$ cat src/rtl/alu_seq_pkg.sv
// Shared definitions for the ALU command sequencer: opcode map and FSM state encoding.
package alu_seq_pkg;

  localparam logic [3:0] OP_ADD  = 4'h0;
  localparam logic [3:0] OP_SUB  = 4'h1;
  localparam logic [3:0] OP_MUL  = 4'h2;
  localparam logic [3:0] OP_DIV  = 4'h3;
  localparam logic [3:0] OP_SHL  = 4'h4;
  localparam logic [3:0] OP_SHR  = 4'h5;
  localparam logic [3:0] OP_ROL  = 4'h6;
  localparam logic [3:0] OP_ROR  = 4'h7;
  localparam logic [3:0] OP_AND  = 4'h8;
  localparam logic [3:0] OP_OR   = 4'h9;
  localparam logic [3:0] OP_XOR  = 4'hA;
  localparam logic [3:0] OP_NOR  = 4'hB;
  localparam logic [3:0] OP_NAND = 4'hC;
  localparam logic [3:0] OP_XNOR = 4'hD;
  localparam logic [3:0] OP_GT   = 4'hE;
  localparam logic [3:0] OP_EQ   = 4'hF;

  // Final opcode of a sweep; the sweep select counter stops here.
  localparam logic [3:0] OP_LAST = 4'hF;

  typedef enum logic [1:0] {
    IDLE  = 2'd0,
    DRIVE = 2'd1,
    RESP  = 2'd2
  } seq_state_t;

endpackage

$ cat src/rtl/alu_cmd_sequencer.sv
// Initiator for the 8-bit combinational ALU: accepts a command, holds operands
// stable for a settle window, captures the result and hands it back over a
// valid/ready response channel. Sweep mode walks opcodes 0..15 on one operand pair.
module alu_cmd_sequencer
  import alu_seq_pkg::*;
#(
  parameter int SETTLE_CYCLES = 1,
  parameter int CNT_W         = 16
) (
  input  logic             clk,
  input  logic             rst_n,
  input  logic             cmd_valid,
  output logic             cmd_ready,
  input  logic [7:0]       cmd_a,
  input  logic [7:0]       cmd_b,
  input  logic [3:0]       cmd_op,
  input  logic             cmd_sweep,
  output logic [7:0]       alu_a,
  output logic [7:0]       alu_b,
  output logic [3:0]       alu_sel,
  input  logic [7:0]       alu_out,
  input  logic             alu_carry,
  output logic             rsp_valid,
  input  logic             rsp_ready,
  output logic [7:0]       rsp_result,
  output logic             rsp_carry,
  output logic             rsp_zero,
  output logic [3:0]       rsp_op,
  output logic             rsp_last,
  output logic             busy,
  output logic [CNT_W-1:0] txn_count
);

  // Reload value for the settle counter; DRIVE lasts SETTLE_CYCLES+1 cycles so the
  // first cycle absorbs the register-to-ALU path before the settle window counts down.
  localparam logic [3:0] SETTLE_LOAD = 4'(SETTLE_CYCLES);

  seq_state_t state;
  logic       sweep_q;
  logic [3:0] settle_cnt;

  assign busy = (state != IDLE);

  // Command FSM with registered ALU drive, response capture and transaction counter.
  always_ff @(posedge clk) begin
    if (!rst_n) begin
      state      <= IDLE;
      sweep_q    <= 1'b0;
      settle_cnt <= 4'd0;
      cmd_ready  <= 1'b0;
      alu_a      <= 8'h00;
      alu_b      <= 8'h00;
      alu_sel    <= 4'h0;
      rsp_valid  <= 1'b0;
      rsp_result <= 8'h00;
      rsp_carry  <= 1'b0;
      rsp_zero   <= 1'b0;
      rsp_op     <= 4'h0;
      rsp_last   <= 1'b0;
      txn_count  <= '0;
    end else begin
      case (state)
        IDLE: begin
          if (cmd_valid && cmd_ready) begin
            alu_a      <= cmd_a;
            alu_b      <= cmd_b;
            alu_sel    <= cmd_sweep ? OP_ADD : cmd_op;
            sweep_q    <= cmd_sweep;
            settle_cnt <= SETTLE_LOAD;
            cmd_ready  <= 1'b0;
            state      <= DRIVE;
          end else begin
            cmd_ready <= 1'b1;
          end
        end

        DRIVE: begin
          if (settle_cnt == 4'd0) begin
            rsp_result <= alu_out;
            rsp_carry  <= alu_carry;
            rsp_zero   <= (alu_out == 8'h00);
            rsp_op     <= alu_sel;
            rsp_last   <= !sweep_q || (alu_sel == OP_LAST);
            rsp_valid  <= 1'b1;
            state      <= RESP;
          end else begin
            settle_cnt <= settle_cnt - 4'd1;
          end
        end

        RESP: begin
          if (rsp_ready) begin
            rsp_valid <= 1'b0;
            txn_count <= txn_count + CNT_W'(1);
            if (sweep_q && (alu_sel != OP_LAST)) begin
              alu_sel    <= alu_sel + 4'd1;
              settle_cnt <= SETTLE_LOAD;
              state      <= DRIVE;
            end else begin
              cmd_ready <= 1'b1;
              state     <= IDLE;
            end
          end
        end

        default: begin
          state <= IDLE;
        end
      endcase
    end
  end

endmodule

$ cat config.mk
export PLATFORM = sky130hd
export DESIGN_NAME = alu_cmd_sequencer
export DESIGN_NICKNAME = d
export VERILOG_FILES = /design/src/rtl/alu_seq_pkg.sv /design/src/rtl/alu_cmd_sequencer.sv
export SDC_FILE = /design/constraint.sdc
export NUM_CORES = 1
export LEC_CHECK = 0
export BUFFER_PORTS_ARGS = -buffer_cell sky130_fd_sc_hd__buf_2
export CORE_ASPECT_RATIO = 1.75
export CORE_MARGIN = 1
export CORE_UTILIZATION = 51
export CTS_BUF_LIST = sky130_fd_sc_hd__clkbuf_8
export CTS_CLUSTER_DIAMETER = 100
export CTS_CLUSTER_SIZE = 30
export DETAILED_ROUTE_END_ITERATION = 8
export PLACE_DENSITY = 0.81
export SYNTH_ARGS = -nofsm -noshare
export SYNTH_HDL_FRONTEND = slang
export SYNTH_SLANG_ARGS = --single-unit
$ cat constraint.sdc
create_clock -name clk -period 1.82 [get_ports clk]
set_input_delay 0.091 -clock clk [delete_from_list [all_inputs] [get_ports clk]]
set_output_delay 0.091 -clock clk [all_outputs]
set_load 0.02 [all_outputs]
==> results by group, run 1 <==
Run status
  – Status: finished, final reports clean

STA
  – Setup ws final: 186 ps
  – Fmax: 612 MHz
  – Period utilization: 89.8%
  – Final min period: 1630 ps
  – Max Clock Skew: roughly 12 ps
  – Worst-Margin Slew: 445 ps
  – RSZ-0062 raised after global routing: false
  – Final Hold Vio Count: 0
  – Final-report max-slew violation count: 0
  – Slew headroom: 70.3%
  – Setup TNS: 0 ps
  – # setup viols final: 0

Global route
  – Largest net degree at the start of global routing: 46
  – First-pass GRT wire length: roughly 11 mm
  – Overall Global Routing Usage: 26.2%
  – Gr ovfl total: 0
  – Initial antenna violation count: 0
  – Vias in the first global route: 2380

Clock tree
  – CTS Root Cell: clkbuf_8
  – TritonCTS clock tree: done
  – H-tree Lvls: 3
  – Clk sinks: 60
  – Postcts setup bufs: 0
  – Clock transition at the registers of the reported paths: 70 ps
  – Clk_lat worst skew: 350 ps
  – Number of buffers created by CTS: 9
  – CTS Buffer Depth: 2

Setup path
  – Critical path's slowest cell: dfxtp_1
  – Data required, critical path: 2100 ps
  – Setup crit start: state[0]
  – CP arrival: roughly 1900 ps
  – Reg-to-reg startpoint: state[0]
  – Crit-path cells: nor2b_1, and3_1, buf_12, o21ai_0, a21oi_1
  – CP Max Fanout: 16
  – Critical Path End Type: flip-flop
  – Critical Path Start Type: flip-flop
  – Worst path max stage delay: 510 ps
  – CP Class: flip-flop to flip-flop

Logic synthesis
  – Synth Register Bits: 60
  – Register area share after synthesis: between 40% and 50%
  – Post-synthesis compound-gate area fraction: 13.4%
  – Post-synthesis mux area share: 1.18%
  – Fraction of registers with async set/reset: 0%
  – Synth Area per Inst: 8.32 sq um
  – Largest family of logic cells by synthesized area: simple AND/OR/NAND/NOR gates
  – EDFF count, synth: 0
  – Yosys Warn Count: 0
  – Post-Synth Simple-Gate Area: 27.6%
  – Dominant cell type by area after synthesis: dfxtp_1
  – Syn Std Cell Area: 2550 sq um
  – Adder-Cell Fraction of Synth Area: under 10%
  – Cells after Synth: 306
  – Count of different cell masters after synthesis: 41
  – Synthesized Nets: 344
  – Area contributors post-synth: dfxtp_1, nand2_1, a21oi_1
  – Top-area cell type share of the netlist area: 47.2%
  – Post-Synth XOR/XNOR Area: under 10%
  – Main synth FF type: dfxtp_1

Finish
  – Antenna diode count: 0
  – Layout cells sized above 1: 27.5%
  – Fin nets: 458
  – Area Overhead vs Synth: 36.0%
  – FILL cells: 374

Power
  – Flop pwr share: a little under half
  – Clock power share: 34.8%
  – Power Density: 876 nW/um^2
  – Comb power frac: 17.4%
  – Int Pwr: roughly 2100 uW
  – Lkg Pwr: 0.00153 uW
  – Psw: 931 uW
  – Peak VDD IR: 0.733 mV
  – Switching share of power: 30.7%

Floorplan
  – Starting density of the core: 53.6%
  – Num rows: 33
  – Core Region: approximately 4700 sq um
  – Io pins: 88
  – Die height: 95.5 um
  – Die ar.: approximately 5300 sq um
  – Die X: 55.4 um

Detailed routing
  – Drt first pass iters: 4
  – Routed Antenna Nets: 0
  – Vias per inst: roughly 5.3
  – Residual DRC count: 0
  – Avg WL per Cell: ~14 um
  – Vias: 2535
  – Initial DRC count: 94
  – Final WL: 6.66 mm

Place
  – RePlAce Congestion: 0.786
  – Final HPWL DP: 4.33 mm
  – I/O Buffers: 87
  – Pre-CTS WS: 95.3 ps

Run
  – Max Cap Violations: 0

Min path
  – HP Start: cmd_sweep
  – Worst Hold Class: input port to flip-flop
synthesized netlist by cell type (all sizes together) (4+ instances only):
| cell | n |
|---|---|
| nand3 | 9 |
| nand4 | 4 |
| or3 | 5 |
| dfxtp | 60 |
| inv | 9 |
| xnor2 | 7 |
| nor2 | 20 |
| nor3 | 7 |
| and3 | 4 |
| buf | 11 |
| a21oi | 42 |
| nand2b | 6 |
| o21ai | 9 |
| xor2 | 4 |
| nand2 | 73 |
| ha | 4 |
| nor4 | 4 |
| clkbuf | 5 |
power by group through the flow:
| stage | clock network (uW) | registers (uW) | logic [uW] |
|---|---|---|---|
| floorplan | 0 | 1530 | 263 |
| global placement | 0 | 1470 | 472 |
| detailed placement | 0 | 1480 | 480 |
| CTS | 1070 | 1450 | 524 |
| global route | 1140 | 1460 | 576 |
| finish | 1060 | 1450 | 529 |
repair_timing:
action                                  4_1_cts  5_1_grt
resized for setup                             0        1
hold buffers                                 25        0
endpoints found under the hold margin        25        0
endpoints found under the setup margin        0        1
stage by stage:
stage,util [%],instances,hold slack [ps],instance area (sq um),total power [uW]
final,72.9,477,36.2,3460,3040
after detailed placement,63.9,436,339,3030,1960
after floorplan,-,306,227,2550,1790
after global routing,72.9,477,48.4,3460,3180
after global placement,63.9,436,333,3030,1950
after CTS,72.9,477,29.4,3460,3040
cell type report:
type / instances / area, sq um / area share, %
multi-input combinational: 221 / 1220 / 35.3
timing repair buffer: 119 / 763 / 22.0
tap: 52 / 65.1 / 1.88
inverter: 9 / 33.8 / 0.975
clock inverter: 7 / 53.8 / 1.55
clock buffer: 9 / 124 / 3.58
sequential: 60 / 1200 / 34.7
critical path, delay by kind of cell, from the launching register on:
kind	cells	cell delay, ps
and+or+nand+nor	2	680
buffers and inverters	1	180
AOI/OAI and AO/OA	2	210
DFF	1	510
logic make-up (layout without fill, tap and decap cells):
logic type	Yosys count	after routing
and+or+nand+nor	143	143
AOI/OAI and AO/OA	60	60
DFF	60	60
buffers and inverters	25	144
xor gates and xnor gates	11	11
adders and majority gates	4	4
muxes	3	3
per-layer routing:
| layer | track usage [%] | routed length (um) | vias up |
|---|---|---|---|
| met5 | 0 | 0 | - |
| met4 | 15.2 | 241 | 0 |
| met3 | 7.46 | 284 | 19 |
| met2 | 47.8 | 3600 | 72 |
| met1 | 26.2 | 2530 | 1181 |
| li1 | - | - | 1263 |
registers in the layout, summed over array words and instances (netlist names), 2 cells and up:
name / count
rsp_result: 8
alu_sel: 4
alu_a: 8
settle_cnt: 4
txn_count: 16
state: 2
rsp_op: 4
alu_b: 8
path summary, 6_finish.rpt:
path	end	slack (ps)	cells past startpoint
hold reg to reg	rsp_op[1]	450	2
hold / removal	sweep_q	40	3
setup reg to reg	settle_cnt[0]	190	5
setup / recovery	settle_cnt[0]	190	5
cells in the final DEF, fill, tap and decap left out, types with 6 or more instances in the layout:
cell type and count:
a21oi_1 42, buf_2 87, clkbuf_8 9, dfxtp_1 59, dlygate4sd3_1 25, inv_1 9, nand2_1 73, nand2b_1 6
nand3_1 9, nor2_1 20, nor3_1 7, o21ai_0 9, xnor2_1 7
Note: power is estimated with default switching activity, not from simulation.
==> run 2: changes to the inputs <==
--- a/config.mk
+++ b/config.mk
@@ -5,6 +5,7 @@
 export SDC_FILE = /design/constraint.sdc
 export NUM_CORES = 1
 export LEC_CHECK = 0
+export ABC_AREA = 0
 export BUFFER_PORTS_ARGS = -buffer_cell sky130_fd_sc_hd__buf_2
 export CORE_ASPECT_RATIO = 1.75
 export CORE_MARGIN = 1
@@ -14,6 +15,7 @@
 export CTS_CLUSTER_SIZE = 30
 export DETAILED_ROUTE_END_ITERATION = 8
 export PLACE_DENSITY = 0.81
+export REMOVE_ABC_BUFFERS = 1
 export SYNTH_ARGS = -nofsm -noshare
 export SYNTH_HDL_FRONTEND = slang
 export SYNTH_SLANG_ARGS = --single-unit
==> run 2 against run 1 <==
  * First-iteration DRC count shrank 30%
  * Wire length shrank 6.6%
  * Critical path depth shrank 1
  * Setup slack gained 53 ps
  * Worst hold slack lost 36 ps
  * Cell area shrank 3.1%
  * Clock power is essentially flat
  * Final cell count shrank 1.7%
==> results by group, run 2 (same netlist as run 1, synthesis figures left out) <==
Run status
  – Status: finished, final reports clean

Detailed routing
  – Initial DRC count: 66
  – Routed Antenna Nets: 0
  – Vias per inst: 5.29
  – Residual DRC count: 0
  – Final WL: 6.22 mm
  – Avg WL per Cell: 13.3 um
  – Vias: 2483
  – Drt first pass iters: 4

Floorplan
  – Num rows: 33
  – Die height: 95.5 um
  – Die X: 55.4 um
  – Die ar.: 5290 sq um
  – Core Region: 4750 sq um
  – Io pins: 88
  – Starting density of the core: between 50% and 60%

Global route
  – Initial antenna violation count: 0
  – Overall Global Routing Usage: between 20% and 30%
  – Vias in the first global route: between 2000 and 2500
  – Gr ovfl total: 0
  – First-pass GRT wire length: ~10 mm
  – Largest net degree at the start of global routing: 36

STA
  – Final Hold Vio Count: 0
  – RSZ-0062 raised after global routing: false
  – Fmax: 633 MHz
  – Setup ws final: 239 ps
  – Max Clock Skew: 6.51 ps
  – Worst-case hold slack: 0.307 ps
  – Final-report max-slew violation count: 0
  – Setup TNS: 0 ps
  – Final min period: 1580 ps
  – Worst-Margin Slew: 411 ps
  – Slew headroom: between 70 and 80%
  – Period utilization: between 80 and 90%
  – # setup viols final: 0

Place
  – Pre-CTS WS: between 100 and 150 ps
  – I/O Buffers: 87
  – Final HPWL DP: 4.43 mm
  – Cell Area, Placed: 3020 sq um
  – RePlAce Congestion: 0.849

Clock tree
  – Clk_lat worst skew: 340 ps
  – CTS Buffer Depth: 2
  – Clk sinks: 60
  – TritonCTS clock tree: done
  – Postcts setup bufs: 0
  – CTS Root Cell: clkbuf_8
  – Clock transition at the registers of the reported paths: 60 ps
  – Number of buffers created by CTS: 9
  – H-tree Lvls: 3

Power
  – Peak VDD IR: 0.947 mV
  – Power Density: 888 nW/um^2
  – Lkg Pwr: 0.00151 uW

Min path
  – Worst Hold Class: input port to flip-flop

Finish
  – Largest reg by FF count: txn_count
  – Fin nets: 451
  – Most common cell after layout, fill and taps aside: buf_2
  – Area Overhead vs Synth: 31.7%
  – Antenna diode count: 0
  – Largest register FFs: 16
  – Most frequent cells in the layout: buf_2, nand2_1, dfxtp_1
  – FILL cells: between 300 and 400
  – Fin area: around 3400 sq um
  – Final core utilization: 70.7%
  – Layout cells sized above 1: 28.1%

Run
  – Max Cap Violations: 0

Setup path
  – Critical Path Start Type: flip-flop
  – Data required, critical path: 2090 ps
  – Critical Path End Type: flip-flop
  – CP arrival: 1850 ps
  – CP Max Fanout: 12
  – CP Class: flip-flop to flip-flop
==> run 2: repair_timing <==
action / in CTS / in global routing
endpoints found under the hold margin: 16 / 0
setup endpoints to repair: 0 / 3
hold buffers: 16 / 0
resized for setup: 0 / 2
==> run 2: layout make-up <==
type	instances	area, sq um	share of cell area (%)
Inverter	9	33.8	1.01
Clock inverter	4	17.5	0.522
Multi-Input combinational cell	221	1220	36.4
Sequential cell	60	1200	35.9
Timing Repair Buffer	112	663	19.8
Tap cell	52	65.1	1.94
Clock buffer	11	151	4.51
==> run 2: power by group <==
| part | total [uW] | internal, uW | switching (uW) |
|---|---|---|---|
| Sequential | 1450 | 1390 | 59.2 |
| Clock | 1030 | 545 | 480 |
| Combinational | 504 | 204 | 300 |
| Total | 2980 | 2140 | 840 |
==> run 2: final timing paths <==
path	startpoint	cells after the start	slack [ps]	to
setup / recovery	state[1]	4	240	settle_cnt[0]
hold / removal	alu_out[1]	3	0.3	rsp_result[1]
setup reg to reg	state[1]	4	240	settle_cnt[0]
hold reg to reg	rsp_result[5]	2	450	rsp_result[5]
==> run 2: worst max-delay path, stage by stage, from the launching register on <==
cell and delay (ps):
dfxtp_2 460, and3b_1 360, a32oi_1 220, or3_1 340, a21oi_1 140
==> run 2: per-stage QoR <==
stage          total power [uW]  std cells
6_report                   2980        469
5_1_grt                    3130        469
4_1_cts                    2990        469
3_5_place_dp               1950        438
3_3_place_gp               1940        438
2_1_floorplan              1760        290
==> run 2: routing by layer <==
metal / vias up / part of all wire (%) / track usage (%) / wire length, um
li1: 1251 / - / - / -
met1: 1163 / 37 / 24.3 / 2330
met2: 54 / 56 / 47.8 / 3500
met3: 15 / 3.7 / 6.51 / 231
met4: 0 / 2.5 / 12.9 / 158
met5: - / 0 / 0 / 0
==> run 3: changes to the inputs <==
--- a/config.mk
+++ b/config.mk
@@ -12,9 +12,9 @@
 export CORE_UTILIZATION = 51
 export CTS_BUF_LIST = sky130_fd_sc_hd__clkbuf_8
 export CTS_CLUSTER_DIAMETER = 100
-export CTS_CLUSTER_SIZE = 30
 export DETAILED_ROUTE_END_ITERATION = 8
 export PLACE_DENSITY = 0.81
+export RECOVER_POWER = 100
 export REMOVE_ABC_BUFFERS = 1
 export SYNTH_ARGS = -nofsm -noshare
 export SYNTH_HDL_FRONTEND = slang
==> run 3 against run 2 <==
  * Combinational power down 3%
  * Die area stayed put
  * Global-route usage unchanged
  * Largest cell class unchanged
  * Largest power group unchanged
  * Register-to-register slack about the same
  * Sequential power about the same
  * Critical endpoint is now txn_count[12]
  * Via count up 0.28%
  * Final cell count is the same
  * Non-clock buffer count unchanged
==> results by group, run 3 (same netlist as run 1, synthesis figures left out) <==
Floorplan
  – Die height: 95.5 um
  – Die ar.: 5290 sq um
  – Num rows: 33
  – Core Region: 4750 sq um
  – Io pins: 88
  – Starting density of the core: a little over half
  – Die X: 55.4 um

Min path
  – HP Start: alu_out[1]
  – Worst Hold Class: input port to flip-flop

Detailed routing
  – Drt first pass iters: 4
  – Residual DRC count: 0
  – Final WL: 6.21 mm
  – Vias per inst: 5.31
  – Initial DRC count: 65
  – Avg WL per Cell: 13.2 um
  – Vias: 2490
  – Routed Antenna Nets: 0

Finish
  – Register Area: 1200 sq um
  – Most frequent cells in the layout: nand2_1, dfxtp_1, clkbuf_1
  – Multi-input gate area: 1210 sq um
  – FILL cells: 420
  – Layout cells sized above 1: 14.6%
  – Largest register FFs: 16
  – Antenna diode count: 0
  – Largest reg by FF count: txn_count
  – Area Overhead vs Synth: 28.1%
  – Most common cell after layout, fill and taps aside: nand2_1
  – Fin nets: 451

STA
  – Setup TNS: 0 ps
  – Final Hold Vio Count: 0
  – Final min period: between 1500 and 2000 ps
  – Fmax: 627 MHz
  – RSZ-0062 raised after global routing: false
  – # setup viols final: 0
  – Setup ws final: 224 ps
  – Period utilization: 87.7%
  – Final-report max-slew violation count: 0
  – Slew headroom: just over 70%
  – Max Clock Skew: 6.44 ps
  – Worst-Margin Slew: 410 ps

Setup path
  – Worst path max stage delay: 410 ps
  – CP arrival: approximately 1900 ps
  – Critical Path End Type: flip-flop
  – Data required, critical path: 2090 ps
  – Crit-path cells: ha_1, and4b_1, nand4_1, or3_1, a21oi_1
  – CP Max Fanout: 5
  – Critical path's slowest cell: or3_1
  – Critical Path Start Type: flip-flop
  – Setup crit start: txn_count[0]
  – Reg-to-reg startpoint: txn_count[0]
  – CP Class: flip-flop to flip-flop

Run
  – Max Cap Violations: 0

Clock tree
  – Postcts setup bufs: 0
  – Clk sinks: 60
  – Clk_lat worst skew: between 300 and 400 ps
  – CTS Buffer Depth: 2
  – Number of buffers created by CTS: 9
  – CTS Root Cell: clkbuf_8
  – TritonCTS clock tree: done
  – H-tree Lvls: 3
  – Clock transition at the registers of the reported paths: 60 ps

Global route
  – First-pass GRT wire length: 10.4 mm
  – Largest net degree at the start of global routing: 36
  – Gr ovfl total: 0
  – Vias in the first global route: around 2500
  – Initial antenna violation count: 0
  – Overall Global Routing Usage: 25.0%

Place
  – Pre-CTS WS: 145 ps
  – Final HPWL DP: 4.43 mm
  – I/O Buffers: 87
  – RePlAce Congestion: 0.849

Power
  – Lkg Pwr: 0.00126 uW
  – Power Density: just over 900 nW/um^2
  – Peak VDD IR: about 0.94 mV

Run status
  – Status: finished, final reports clean
## run 3: worst paths after layout
path / to / depth (start not counted) / slack (ps)
max: txn_count[12] / 5 / 220
min: rsp_result[1] / 3 / 6
max reg2reg: txn_count[12] / 5 / 220
min reg2reg: alu_a[6] / 2 / 450
## run 3: cell type report
cell class / count / area share, %
clock buffer: 11 / 4.64
clock inverter: 4 / 0.537
multi-input combinational: 221 / 36.9
timing repair buffer: 112 / 18.0
tap: 52 / 1.99
sequential: 60 / 36.9
inverter: 9 / 1.03
## run 3: critical path: cells and delay by family, from the launching register on
| family | cells | cell delay [ps] |
|---|---|---|
| simple gates | 3 | 830 |
| flops | 1 | 390 |
| fa+ha+maj | 1 | 160 |
| compound gates | 1 | 140 |
## run 3: repair_timing
action / in CTS / in global routing
hold buffers: 16 / 0
setup endpoints to repair: 0 / 3
gates resized for setup: 0 / 2
hold endpoints to repair: 16 / 0
## run 3: per-stage QoR
step | power [uW] | instances | util (%) | cell area [sq um] | hold WS [ps]
4_1_cts | 2990 | 469 | 70.6 | 3350 | 1.97
2_1_floorplan | 1760 | 290 | - | 2460 | 227
3_5_place_dp | 1950 | 438 | 63.7 | 3020 | 339
5_1_grt | 3110 | 469 | 68.7 | 3260 | 6.66
3_3_place_gp | 1940 | 438 | 63.7 | 3020 | 332
6_report | 2960 | 469 | 68.7 | 3260 | 6.24
## run 3: where the power goes
part	switching, uW	total [uW]	internal, uW
Combinational	301	488	187
Clock	474	1020	546
Sequential	61.1	1450	1390
## run 3: routing by layer
metal | vias to the layer above | track usage (%) | part of all wire [%] | wire length, um
met2 | 58 | 47.8 | 57 | 3530
li1 | 1255 | - | - | -
met4 | 0 | 12.9 | 1.9 | 121
met5 | - | 0 | 0 | 0
met1 | 1164 | 24.3 | 37 | 2320
met3 | 13 | 6.51 | 3.9 | 241
